<file path="config.mk">
export PLATFORM = sky130hd
export DESIGN_NAME = led_seq_driver
export DESIGN_NICKNAME = d
export VERILOG_FILES = /design/src/rtl/led_seq_driver.sv
export SDC_FILE = /design/constraint.sdc
export NUM_CORES = 1
export LEC_CHECK = 0
export ABC_AREA = 1
export CAP_MARGIN = 20
export CORE_AREA = 2 2 68 70
export CTS_BUF_LIST = sky130_fd_sc_hd__clkbuf_4 sky130_fd_sc_hd__clkbuf_8 sky130_fd_sc_hd__clkbuf_16
export CTS_CLUSTER_DIAMETER = 60
export CTS_CLUSTER_SIZE = 14
export DETAILED_ROUTE_END_ITERATION = 6
export DIE_AREA = 0 0 70 72
export PLACE_DENSITY = 0.88
export SLEW_MARGIN = 5
export SYNTH_ARGS = -nofsm -noshare
export SYNTH_HDL_FRONTEND = slang
export SYNTH_SLANG_ARGS = --single-unit
</file>
<file path="constraint.sdc">
create_clock -name clk -period 4.05 [get_ports clk]
set_input_delay 0.6075 -clock clk [delete_from_list [all_inputs] [get_ports clk]]
set_output_delay 0.6075 -clock clk [all_outputs]
set_load 0.02 [all_outputs]
</file>
<file path="src/rtl/led_seq_driver.sv">
// led_seq_driver
//   Upstream control stage for the 4-to-16 LED decoder. A three-state FSM
//   (IDLE / RUN / PAUSE) gates a prescaler; each time the prescaler wraps,
//   the LED index advances according to the pattern latched at start.
//
//   Optional feature macro: LED_SEQ_LFSR_EN
//     defined   -> mode 3 is a 4-bit Fibonacci LFSR sequence (x^4+x^3+1)
//     undefined -> no LFSR logic; mode 3 runs as an up sweep from 0
//                  (the mode output still reports 3)
//
// Parameters
//   DIV       clk cycles per index step (>= 2)
//
// Ports
//   clk       in   1  system clock, rising edge
//   rst_n     in   1  asynchronous active-low reset
//   go        in   1  pulse: start from IDLE / resume from PAUSE
//   hold      in   1  pulse: RUN -> PAUSE
//   halt      in   1  pulse: any state -> IDLE (highest priority)
//   mode_sel  in   2  pattern: 0 up, 1 down, 2 ping-pong, 3 random
//   I         out  4  LED index to decoder
//   mode      out  2  pattern latched at start
//   start     out  1  high in RUN and PAUSE
//   idle      out  1  high in IDLE only
//   step      out  1  one-cycle pulse, coincident with each new index
module led_seq_driver #(
  parameter int DIV = 25_000_000
) (
  input  logic       clk,
  input  logic       rst_n,
  input  logic       go,
  input  logic       hold,
  input  logic       halt,
  input  logic [1:0] mode_sel,
  output logic [3:0] I,
  output logic [1:0] mode,
  output logic       start,
  output logic       idle,
  output logic       step
);

  localparam int CNT_W = (DIV > 2) ? $clog2(DIV) : 1;
  localparam logic [CNT_W-1:0] PRESC_MAX = CNT_W'(DIV - 1);

  localparam logic [1:0] MODE_UP   = 2'd0;
  localparam logic [1:0] MODE_DOWN = 2'd1;
  localparam logic [1:0] MODE_PP   = 2'd2;

  localparam logic DIR_UP   = 1'b0;
  localparam logic DIR_DOWN = 1'b1;

  typedef enum logic [1:0] {
    S_IDLE  = 2'd0,
    S_RUN   = 2'd1,
    S_PAUSE = 2'd2
  } state_t;

  state_t           state_q, state_d;
  logic [CNT_W-1:0] presc_q, presc_d;
  logic [3:0]       i_q, i_d;
  logic [1:0]       mode_q, mode_d;
  logic             dir_q, dir_d;
  logic             step_q, step_d;
  logic             start_q, start_d;
  logic             idle_q, idle_d;

  logic             launch;
  logic             counting;

  // Index loaded when a run starts. In random mode the index register itself
  // carries the LFSR state, so the start value doubles as the seed.
  function automatic logic [3:0] start_index(input logic [1:0] m);
    logic [3:0] v;
    v = 4'd0;
    if (m == MODE_DOWN) v = 4'd15;
`ifdef LED_SEQ_LFSR_EN
    if (m == 2'd3) v = 4'd1;
`endif
    return v;
  endfunction

  // FSM: state register
  always_ff @(posedge clk or negedge rst_n) begin
    if (!rst_n) state_q <= S_IDLE;
    else        state_q <= state_d;
  end

  // FSM: next state (halt beats hold beats go)
  always_comb begin
    state_d = state_q;
    if (halt) begin
      state_d = S_IDLE;
    end else begin
      case (state_q)
        S_IDLE:  if (go)   state_d = S_RUN;
        S_RUN:   if (hold) state_d = S_PAUSE;
        S_PAUSE: if (go)   state_d = S_RUN;
        default:           state_d = S_IDLE;
      endcase
    end
  end

  // FSM: outputs, computed from the next state so start/idle come out of flops
  always_comb begin
    start_d = (state_d == S_RUN) || (state_d == S_PAUSE);
    idle_d  = (state_d == S_IDLE);
  end

  // The prescaler keeps counting on the edge that sees hold, so a pause
  // freezes it one count past where hold arrived; resume picks up from there.
  assign launch   = (state_q == S_IDLE) && go && !halt;
  assign counting = (state_q == S_RUN) && !halt;

  always_comb begin
    presc_d = presc_q;
    i_d     = i_q;
    mode_d  = mode_q;
    dir_d   = dir_q;
    step_d  = 1'b0;
    if (halt) begin
      presc_d = '0;
      i_d     = 4'd0;
      dir_d   = DIR_UP;
    end else if (launch) begin
      presc_d = '0;
      mode_d  = mode_sel;
      dir_d   = DIR_UP;
      i_d     = start_index(mode_sel);
    end else if (counting) begin
      if (presc_q == PRESC_MAX) begin
        presc_d = '0;
        step_d  = 1'b1;
        case (mode_q)
          MODE_UP:   i_d = i_q + 4'd1;
          MODE_DOWN: i_d = i_q - 4'd1;
          MODE_PP: begin
            i_d = (dir_q == DIR_DOWN) ? (i_q - 4'd1) : (i_q + 4'd1);
            // Turn around on landing at an end so each end is shown once.
            if (i_d == 4'd15)     dir_d = DIR_DOWN;
            else if (i_d == 4'd0) dir_d = DIR_UP;
          end
          default: begin
`ifdef LED_SEQ_LFSR_EN
            // All-zero is the LFSR lock-up state; recover by reseeding.
            if (i_q == 4'd0) i_d = 4'd1;
            else             i_d = {i_q[2:0], i_q[3] ^ i_q[2]};
`else
            i_d = i_q + 4'd1;
`endif
          end
        endcase
      end else begin
        presc_d = presc_q + CNT_W'(1);
      end
    end
  end

  always_ff @(posedge clk or negedge rst_n) begin
    if (!rst_n) begin
      presc_q <= '0;
      i_q     <= 4'd0;
      mode_q  <= 2'd0;
      dir_q   <= DIR_UP;
      step_q  <= 1'b0;
      start_q <= 1'b0;
      idle_q  <= 1'b1;
    end else begin
      presc_q <= presc_d;
      i_q     <= i_d;
      mode_q  <= mode_d;
      dir_q   <= dir_d;
      step_q  <= step_d;
      start_q <= start_d;
      idle_q  <= idle_d;
    end
  end

  assign I     = i_q;
  assign mode  = mode_q;
  assign start = start_q;
  assign idle  = idle_q;
  assign step  = step_q;

endmodule

</file>
# Word-level counts from Yosys, hierarchy flattened
# Cells that the tools add are included.
[word_totals]
latchBits = 0
in_bits = 7
ff_bits = 37
mem_bits_ro = 0
n_memories = 0
ramBits = 0
[classes]
n_shift = 0
div_mod_pow = 0
eq_ne = 9
n_addsub = 3
n_mul = 0
n_reduce_logical = 16
order_cmp = 0
bitwise_logic = 1
mux = 26
[op_table]
columns = ["operator", "count"]
rows = [
  ["25-bit 2-to-1 mux", 4],
  ["25-bit by 1-bit adder with 25-bit output (second input constant)", 1],
  ["25-bit equality test (second input constant)", 1],
  ["4-bit 2-to-1 mux", 6],
  ["1-bit 2-to-1 mux", 11],
  ["3-bit nonzero test", 3],
  ["2-bit by 1-bit equality test with 1-bit output (second input constant)", 4],
  ["4-bit case mux with 2 select lines", 1],
  ["2-bit equality test (second input constant)", 3],
  ["2-bit 2-to-1 mux", 3],
  ["4-bit by 1-bit adder with 4-bit output (second input constant)", 1],
  ["4-bit equality test (second input constant)", 1],
  ["2-bit logical NOT", 2],
  ["4-bit logical NOT", 1],
  ["2-bit case mux with 2 select lines", 1],
  ["2-bit AND reduction", 2],
  ["4-bit AND reduction", 1],
  ["4-bit nonzero test", 1],
  ["4-bit by 1-bit subtractor with 4-bit output (second input constant)", 1],
  ["1-bit logical AND", 3],
  ["2-bit OR reduction", 1],
  ["1-bit logical NOT", 1],
  ["1-bit logical OR", 1],
  ["1-bit inverter", 1],
]

# Longest topological paths before layout
# Gate-level depths: netlist (run 1).
[depth]
word_depth = 10
mapped_depth = 12
mapped_depth_nobuf = 12

# Worst setup path before layout (run 1)
# No wires, ideal clock.
[synth_path]
kind = "register to register"
from = "reg i_q[0], in the netlist I[0]"
to = "reg dir_q"
required_ps = 3936
slack_ps = 2368
path_stages_with_launch = 13
synth_period_minus_slack_ps = 1682
arrival_time_ps = 1567
path_buffers = 0
setup_ps = 114
path_cell_list = "dfrtp_1 inv_1 ha_1 inv_1 nand2_1 nand2_1 nand3_1 nor2_1 nand2_1 nand2_1 nand3_1 nand2_1 nor2_1"
[synth_between]
elab_chain_cells = 9
[synth_rtl]
columns = ["item", "line_no", "text"]
rows = [
  ["from (decl)", "60", "logic [3:0] i_q, i_d;"],
  ["from (signal assigned)", "169", "i_q <= i_d;"],
  ["4-bit by 1-bit adder with 4-bit output or 4-bit by 1-bit subtractor with 4-bit output (tied branches)", "137", "i_d = (dir_q == DIR_DOWN) ? (i_q - 4'd1) : (i_q + 4'd1);"],
  ["4-bit 2-to-1 mux (*)", "137", ""],
  ["4-bit equality test", "139", "if (i_d == 4'd15) dir_d = DIR_DOWN;"],
  ["1-bit 2-to-1 mux", "139", ""],
  ["1-bit 2-to-1 mux", "133", "case (mode_q)"],
  ["1-bit 2-to-1 mux", "130", "if (presc_q == PRESC_MAX) begin"],
  ["1-bit 2-to-1 mux", "129", "end else if (counting) begin"],
  ["1-bit 2-to-1 mux", "124", "end else if (launch) begin"],
  ["1-bit 2-to-1 mux", "120", "if (halt) begin"],
  ["to (signal assigned)", "171", "dir_q <= dir_d;"],
  ["to (decl)", "62", "logic dir_q, dir_d;"],
]
# Every way passes the cells marked *; elsewhere a longest branch is shown, timed or not. The select of a mux whose other input is x is not followed.
# A chain may end at the register's enable or synchronous reset.

# Worst setup path after layout (run 1)
[layout_path]
from = "reg i_q[0], in the netlist I[0]"
to = "out I[0]"
[layout_rtl]
columns = ["item", "line_no", "text"]
rows = [
  ["to (decl)", "35", "output logic [3:0] I,"],
]
# No word-level cell between the ends.

==> results of run 1 <==
==> worst reg2reg max path: stages, from the launching register on <==
cell and delay, ns:
dfrtp_1 0.52, inv_1 0.14, ha_1 0.33, inv_1 0.10, nand2_1 0.08, nand2_1 0.08, nand3_1 0.08, nor2_1 0.12
nand2_1 0.06, nand2_1 0.05, nand3_1 0.06, nand2_1 0.08, nor2_1 0.04
==> cells by family (layout without fill, tap and decap cells) <==
family          Yosys count  in the layout  share of synthesized area (%)
compound gates           29             29                           6.71
buf+inv                  51             71                           8.70
xor+xnor                  3              3                           1.07
fa+ha+maj                 6              6                           3.05
flops                    37             37                           37.7
simple gates            218            218                           42.8
==> layout make-up <==
type,count,area (um2),area share (%)
Clock buffer,7,90.1,3.30
Clock inverter,1,7.51,0.275
Inverter,48,180,6.59
Multi-Input combinational cell,256,1320,48.2
Sequential cell,37,927,33.9
Tap cell,52,65.1,2.38
Timing Repair Buffer,15,145,5.31
==> stage by stage <==
step	instance area, um2	util (%)	worst slack (ns)	hold slack, ns
after floorplan	2460	-	2.37	0.312
after global placement	2640	61.8	1.74	0.493
after detailed placement	2640	61.8	1.67	0.504
after CTS	2730	64.1	1.95	0.434
after global routing	2730	64.1	1.80	0.486
final	2730	64.1	1.96	0.395
==> power by group through the flow <==
stage               Combinational [uW]  Sequential, uW  Clock, uW
floorplan                          147             437          0
global placement                   228             424          0
detailed placement                 235             425          0
CTS                                237             418        285
global route                       265             421        296
finish                             235             418        279
==> synthesized netlist by cell type (2+ instances only) <==
| master | number | share of area, % |
|---|---|---|
| nor2_4 | 3 | 1.4 |
| o21ai_0 | 10 | 2.0 |
| nand2_1 | 102 | 16 |
| nor3_1 | 12 | 2.4 |
| inv_2 | 2 | 0.31 |
| nor3b_2 | 3 | 1.5 |
| nand4_1 | 6 | 1.5 |
| nor2_1 | 42 | 6.4 |
| o21a_1 | 2 | 0.61 |
| a21oi_1 | 14 | 2.8 |
| ha_1 | 6 | 3.1 |
| nand3_2 | 5 | 2.0 |
| xor2_1 | 3 | 1.1 |
| nor2_2 | 5 | 1.3 |
| dfrtp_1 | 36 | 37 |
| or2_2 | 2 | 0.51 |
| inv_1 | 46 | 7.0 |
| nand2_2 | 3 | 0.76 |
| buf_6 | 3 | 1.4 |
| nand2_4 | 2 | 0.92 |
| nand3_1 | 27 | 5.5 |
==> routing by layer <==
metal | share of wire [%] | vias up
li1 | - | 1127
met1 | 46 | 1012
met2 | 48 | 53
met3 | 3.7 | 10
met4 | 2.0 | 0
met5 | 0 | -
==> sequential cells by signal, indices dropped and copies added (netlist names) <==
| name | count |
|---|---|
| idle | 1 |
| dir_q | 1 |
| I | 4 |
| mode | 2 |
| step | 1 |
| state_q | 2 |
| presc_q | 25 |
| start | 1 |
==> worst paths after layout <==
path	start	to	slack [ns]	cells after the start
setup / recovery	I[0]	I[0]	1.96	1
hold / removal	rst_n	presc_q[9]	0.40	1
setup reg to reg	I[0]	dir_q	2.22	12
hold reg to reg	state_q[1]	state_q[1]	0.52	1
max in group asynchronous	rst_n	presc_q[8]	3.13	1
min in group clk	state_q[1]	state_q[1]	0.52	1
==> summary.md, run 1 <==
| Metric | Value |
|---|---|
| Outcome | `completed` |
| RSZ-0062 raised after global routing | `no` |
| DP HPWL | `~3700 um` |
| # IOs | `16` |
| Initial DRC Count | `136` |
| Die footprint | `5040 um2` |
| Worst Setup Start Kind | `flop` |
| Area delta synth->final | `11.1%` |
| Final hold violations | `0` |
| Setup Skew | `approximately 0.0048 ns` |
| CTS Hold Bufs | `0` |
| Most frequent cells in the layout | `nand2_1 (102), inv_1 (46), nor2_1 (42), dfrtp_1 (36), nand3_1 (27)` |
| Sequential area share after synthesis | `37.7%` |
| Routability cong. | `0.915` |
| Mapped Area | `roughly 2500 um2` |
| Vias | `2,202` |
| EDFF count, synth | `0` |
| Distinct cells, synth | `31` |
| WL per Instance | `12.1 um` |
| Row count | `24` |
| Fill cell count | `355` |
| GRT Total Usage | `22.2%` |
| Final min period | `2.09 ns` |
| Top fanout value on the critical path | `8` |
| GRT overflow | `0` |
| CTS Buffer Depth | `2` |
| Setup TNS | `0 ns` |
| First-pass GRT wire length | `9090 um` |
| CP max-delay cell | `clkdlybuf4s50_1` |
| CP Cell Sequence | `clkdlybuf4s50_1` |
| DR pass1 iterations | `4` |
| Die Width | `about 70 um` |
| Max-Slew Margin vs Limit | `45.5%` |
| Max-Cap Viols | `0` |
| Async set or reset register ratio after synthesis | `100%` |
| Share of layout cells above drive strength 1 | `10.7%` |
| Post-CTS resize count | `0` |
| Fraction of the cycle the final worst path needs | `just over 50%` |
| Diodes inserted | `0` |
| Clock sink count | `37` |
| Switching Fraction | `32.9%` |
| LEAKAGE | `0.00123 uW` |
| Worst path max stage delay | `0.67 ns` |
| Required @ worst endpoint | `approximately 3.4 ns` |
| Seq cells post-synth | `37` |
| Arr. time, crit path | `about 1.5 ns` |
| Final setup vio count | `0` |
| Largest delay share family, worst path | `buffers and inverters` |
| Worst VDD drop | `0.207 mV` |
| Final Non-Filler Cells | `approximately 420` |
| Comb power frac | `about a quarter` |
| Global Route met1 Usage | `28.6%` |
| Clock Root Buffer | `clkbuf_8` |
| Commonest non-fill, non-tap cell in the layout | `nand2_1` |
| Pint | `around 620 uW` |
| Flop pwr share | `44.9%` |
| Clk Latency, worst-skew pair | `about 0.30 ns` |
| Starting Density | `between 50 and 60%` |
| Antenna violations before repair | `0` |
| Pin count of the biggest net entering global routing | `38` |
| Met3 Usage GRT | `under 10%` |
| H-tree depth | `2` |
| Crit Path Class | `flop to output port` |
| Cts bufs inserted | `5` |
| Fin nets | `between 300 and 400` |
| Grt peak-use layer | `met2` |
| Total Power | `932 uW` |
| Mapped Nets | `approximately 360` |
| Worst-Margin Slew | `0.818 ns` |
| Ys flop type | `dfrtp_1` |
| NetSw | `307 uW` |
| FMAX | `0.478 GHz` |
| Core area | `4260 um2` |
| Slew Viols, Final | `0` |
| CP endpoint kind | `output port` |
| Placed Cells incl. Taps | `408` |
| DR vias/cell | `5.29` |
| Worst path bufs/invs | `1` |
| Pwr dens | `341 nW/um2` |
| Ys Warns | `0` |
| Post-CTS setup buffers | `0` |
| Antenna-violating nets left | `0` |
| Met2 usage | `37.5%` |
| Vias in the first global route | `2,122` |
| CTS tree | `yes` |
| PortBufs | `15` |
| Clock power share | `29.9%` |
| # DRC | `0` |
| Die Y | `72 um` |
| Synth Instances | `344` |
| Avg Synthesized Cell Area | `7.15 um2` |
| Hold Path Class | `primary input to asynchronous set/reset pin` |
| Final WL | `5030 um` |
| Register clock-pin slew on the reported worst setup and hold paths | `0.07 ns` |
Power figures use the tool's default switching activity.
==> run 2, diff against run 1 <==
Clock period 4.05 ns to 2.1 ns, I/O delays scaled along.
==> summary.md, run 2 (synthesized netlist as in run 1, its figures left out) <==
| Metric | Value |
|---|---|
| Outcome | `completed (unchanged)` |
| DR pass1 iterations | `4 (unchanged)` |
| GRT overflow | `0 (unchanged)` |
| Post-CTS setup buffers | `0 (unchanged)` |
| Antenna-violating nets left | `0 (unchanged)` |
| Final WL | `5410 um (was 5030 um)` |
| H-tree depth | `2 (unchanged)` |
| Arr. time, crit path | `2.04 ns (was 1.49 ns)` |
| CP endpoint kind | `flop (was output port)` |
| Worst Setup Start Kind | `flop (unchanged)` |
| CTS Hold Bufs | `0 (unchanged)` |
| Worst-Margin Slew | `0.852 ns (was 0.818 ns)` |
| Setup Skew | `0.00774 ns (was 0.00480 ns)` |
| Worst VDD drop | `0.481 mV (was 0.207 mV)` |
| Starting Density | `57.7% (unchanged)` |
| Final hold violations | `0 (unchanged)` |
| Setup TNS | `0 ns (unchanged)` |
| Post-CTS resize count | `0 (unchanged)` |
| NetSw | `606 uW (was 307 uW)` |
| Initial DRC Count | `185 (was 136)` |
| PortBufs | `15 (unchanged)` |
| Pin count of the biggest net entering global routing | `38 (unchanged)` |
| Fraction of the cycle the final worst path needs | `87.9%` |
| Placed Cells incl. Taps | `411 (was 408)` |
| Clk Latency, worst-skew pair | `0.30 ns (about the same)` |
| Required @ worst endpoint | `2.29 ns (was 3.44 ns)` |
| Die Width | `70 um (unchanged)` |
| CTS Buffer Depth | `2 (unchanged)` |
| Switching Fraction | `30.1% (was 32.9%)` |
| First-pass GRT wire length | `9400 um (was 9090 um)` |
| Largest register FFs | `25 (unchanged)` |
| Die footprint | `5040 um2 (unchanged)` |
| Worst path bufs/invs | `2 (was 1)` |
| WL per Instance | `12.9 um (was 12.1 um)` |
| DR vias/cell | `5.42 (was 5.29)` |
| FMAX | `about 0.54 GHz` |
| Clock Root Buffer | `clkbuf_8 (unchanged)` |
| Final Util | `65.5% (was 64.1%)` |
| Top fanout value on the critical path | `8 (unchanged)` |
| LEAKAGE | `0.00126 uW (was 0.00123 uW)` |
| CP max-delay cell | `dfrtp_1 (was clkdlybuf4s50_1)` |
| Register name with the most flops | `presc_q (unchanged)` |
| Final min period | `between 1.5 and 2 ns` |
| Diodes inserted | `0 (unchanged)` |
| Worst path max stage delay | `0.50 ns (was 0.67 ns)` |
| Vias in the first global route | `2,177 (was 2,122)` |
| CTS tree | `yes (unchanged)` |
| Commonest non-fill, non-tap cell in the layout | `nand2_1 (unchanged)` |
| Routability cong. | `0.936 (was 0.915)` |
| Fin nets | `379 (was 376)` |
| GRT Total Usage | `23.1% (was 22.2%)` |
| Antenna violations before repair | `0 (unchanged)` |
| Crit Path Class | `flop to flop (was flop to output port)` |
| Final Non-Filler Cells | `419 (was 416)` |
| RSZ-0062 raised after global routing | `no (unchanged)` |
| Flop pwr share | `40.0% (was 44.9%)` |
| Share of layout cells above drive strength 1 | `11.4% (was 10.7%)` |
| Pwr dens | `720 nW/um2 (was 341 nW/um2)` |
| DP HPWL | `3990 um (was 3750 um)` |
| # IOs | `16 (unchanged)` |
| Die Y | `72 um (unchanged)` |
| Clock sink count | `37 (unchanged)` |
| Pint | `1400 uW (was 625 uW)` |
| Row count | `24 (unchanged)` |
| Comb power frac | `23.2% (was 25.2%)` |
| # DRC | `0 (unchanged)` |
| Cts bufs inserted | `5 (unchanged)` |
| Vias | `2,269 (was 2,202)` |
| Max-Slew Margin vs Limit | `43.2% (was 45.5%)` |
| Core area | `4260 um2 (unchanged)` |
| Final setup vio count | `0 (unchanged)` |
| CP Cell Sequence | `inv_1, ha_1, inv_1, nand2_1, nand2_1, nand3_1, nor2_1, nand2_1, nand2_1, nand3_1, nand2_1, nor2_1 (was clkdlybuf4s50_1)` |
| Area delta synth->final | `13.5% (was 11.1%)` |
| WHS | `0.120 ns (was 0.395 ns)` |
| Largest delay share family, worst path | `simple AND/OR/NAND/NOR gates (was buffers and inverters)` |
| Max-Cap Viols | `0 (unchanged)` |
| Register clock-pin slew on the reported worst setup and hold paths | `0.08 ns (was 0.07 ns)` |
| Clock power share | `36.8% (was 29.9%)` |
| CP dominant cell by count | `nand2_1` |
| Total Power | `2010 uW (was 932 uW)` |
| Most frequent cells in the layout | `nand2_1 (102), inv_1 (46), nor2_1 (42), dfrtp_1 (36), nand3_1 (27) (unchanged)` |
| Hold Path Class | `primary input to asynchronous set/reset pin (unchanged)` |
| Slew Viols, Final | `0 (unchanged)` |
## run 2: cell types whose count changed in the layout (fill, tap and decap cells not counted)
cell	previous run	this run
clkinvlp_4	1	0
buf_4	0	3
clkinv_2	0	1
clkbuf_8	6	5
clkbuf_4	1	0
bufinv_16	0	2
## run 2: path summary, 6_finish.rpt
check	startpoint	end	slack [ns]	cells after the start
setup / recovery	I[0]	dir_q	0.25	12
hold / removal	rst_n	presc_q[9]	0.12	1
setup reg to reg	I[0]	dir_q	0.25	12
hold reg to reg	presc_q[11]	presc_q[11]	0.53	1
max in group asynchronous	rst_n	presc_q[20]	1.44	1
min in group clk	presc_q[11]	presc_q[11]	0.53	1
## run 2: routing by layer
metal,vias to the layer above,GRT usage (%),part of all wire (%)
met3,16,4.31,4.7
met5,-,0,0
met4,0,9.19,2.3
met1,1057,28.9,44
met2,63,39.9,49
li1,1133,-,-
## run 2: power by group through the flow
| stage | clock (uW) | sequential [uW] | combinational, uW |
|---|---|---|---|
| 4_1_cts | 756 | 804 | 469 |
| 3_3_place_gp | 0 | 815 | 448 |
| 6_report | 739 | 805 | 467 |
| 2_1_floorplan | 0 | 843 | 284 |
| 3_5_place_dp | 0 | 818 | 465 |
| 5_1_grt | 780 | 812 | 527 |
## run 2: worst reg2reg max path: stages (launching register included)
cell and delay (ns):
dfrtp_1 0.50, inv_1 0.14, ha_1 0.34, inv_1 0.10, nand2_1 0.07, nand2_1 0.08
nand3_1 0.07, nor2_1 0.13, nand2_1 0.06, nand2_1 0.06, nand3_1 0.07, nand2_1 0.08
nor2_1 0.04
## run 2: area by class of cell
| class | count | area, um2 |
|---|---|---|
| clock buffers | 5 | 68.8 |
| repair buffers | 18 | 168 |
| well taps | 52 | 65.1 |
| fillers | 366 | 1470 |
| flip-flops and latches | 37 | 927 |
| clock inverters | 3 | 65.1 |
| multi-input cells | 256 | 1320 |
| inverters | 48 | 180 |
## run 2: per-stage QoR
step           worst slack [ns]  instance area, um2
2_1_floorplan             0.418                2460
3_3_place_gp              0.154                2660
3_5_place_dp             0.0636                2660
4_1_cts                   0.253                2790
5_1_grt                  0.0500                2790
6_report                  0.255                2790
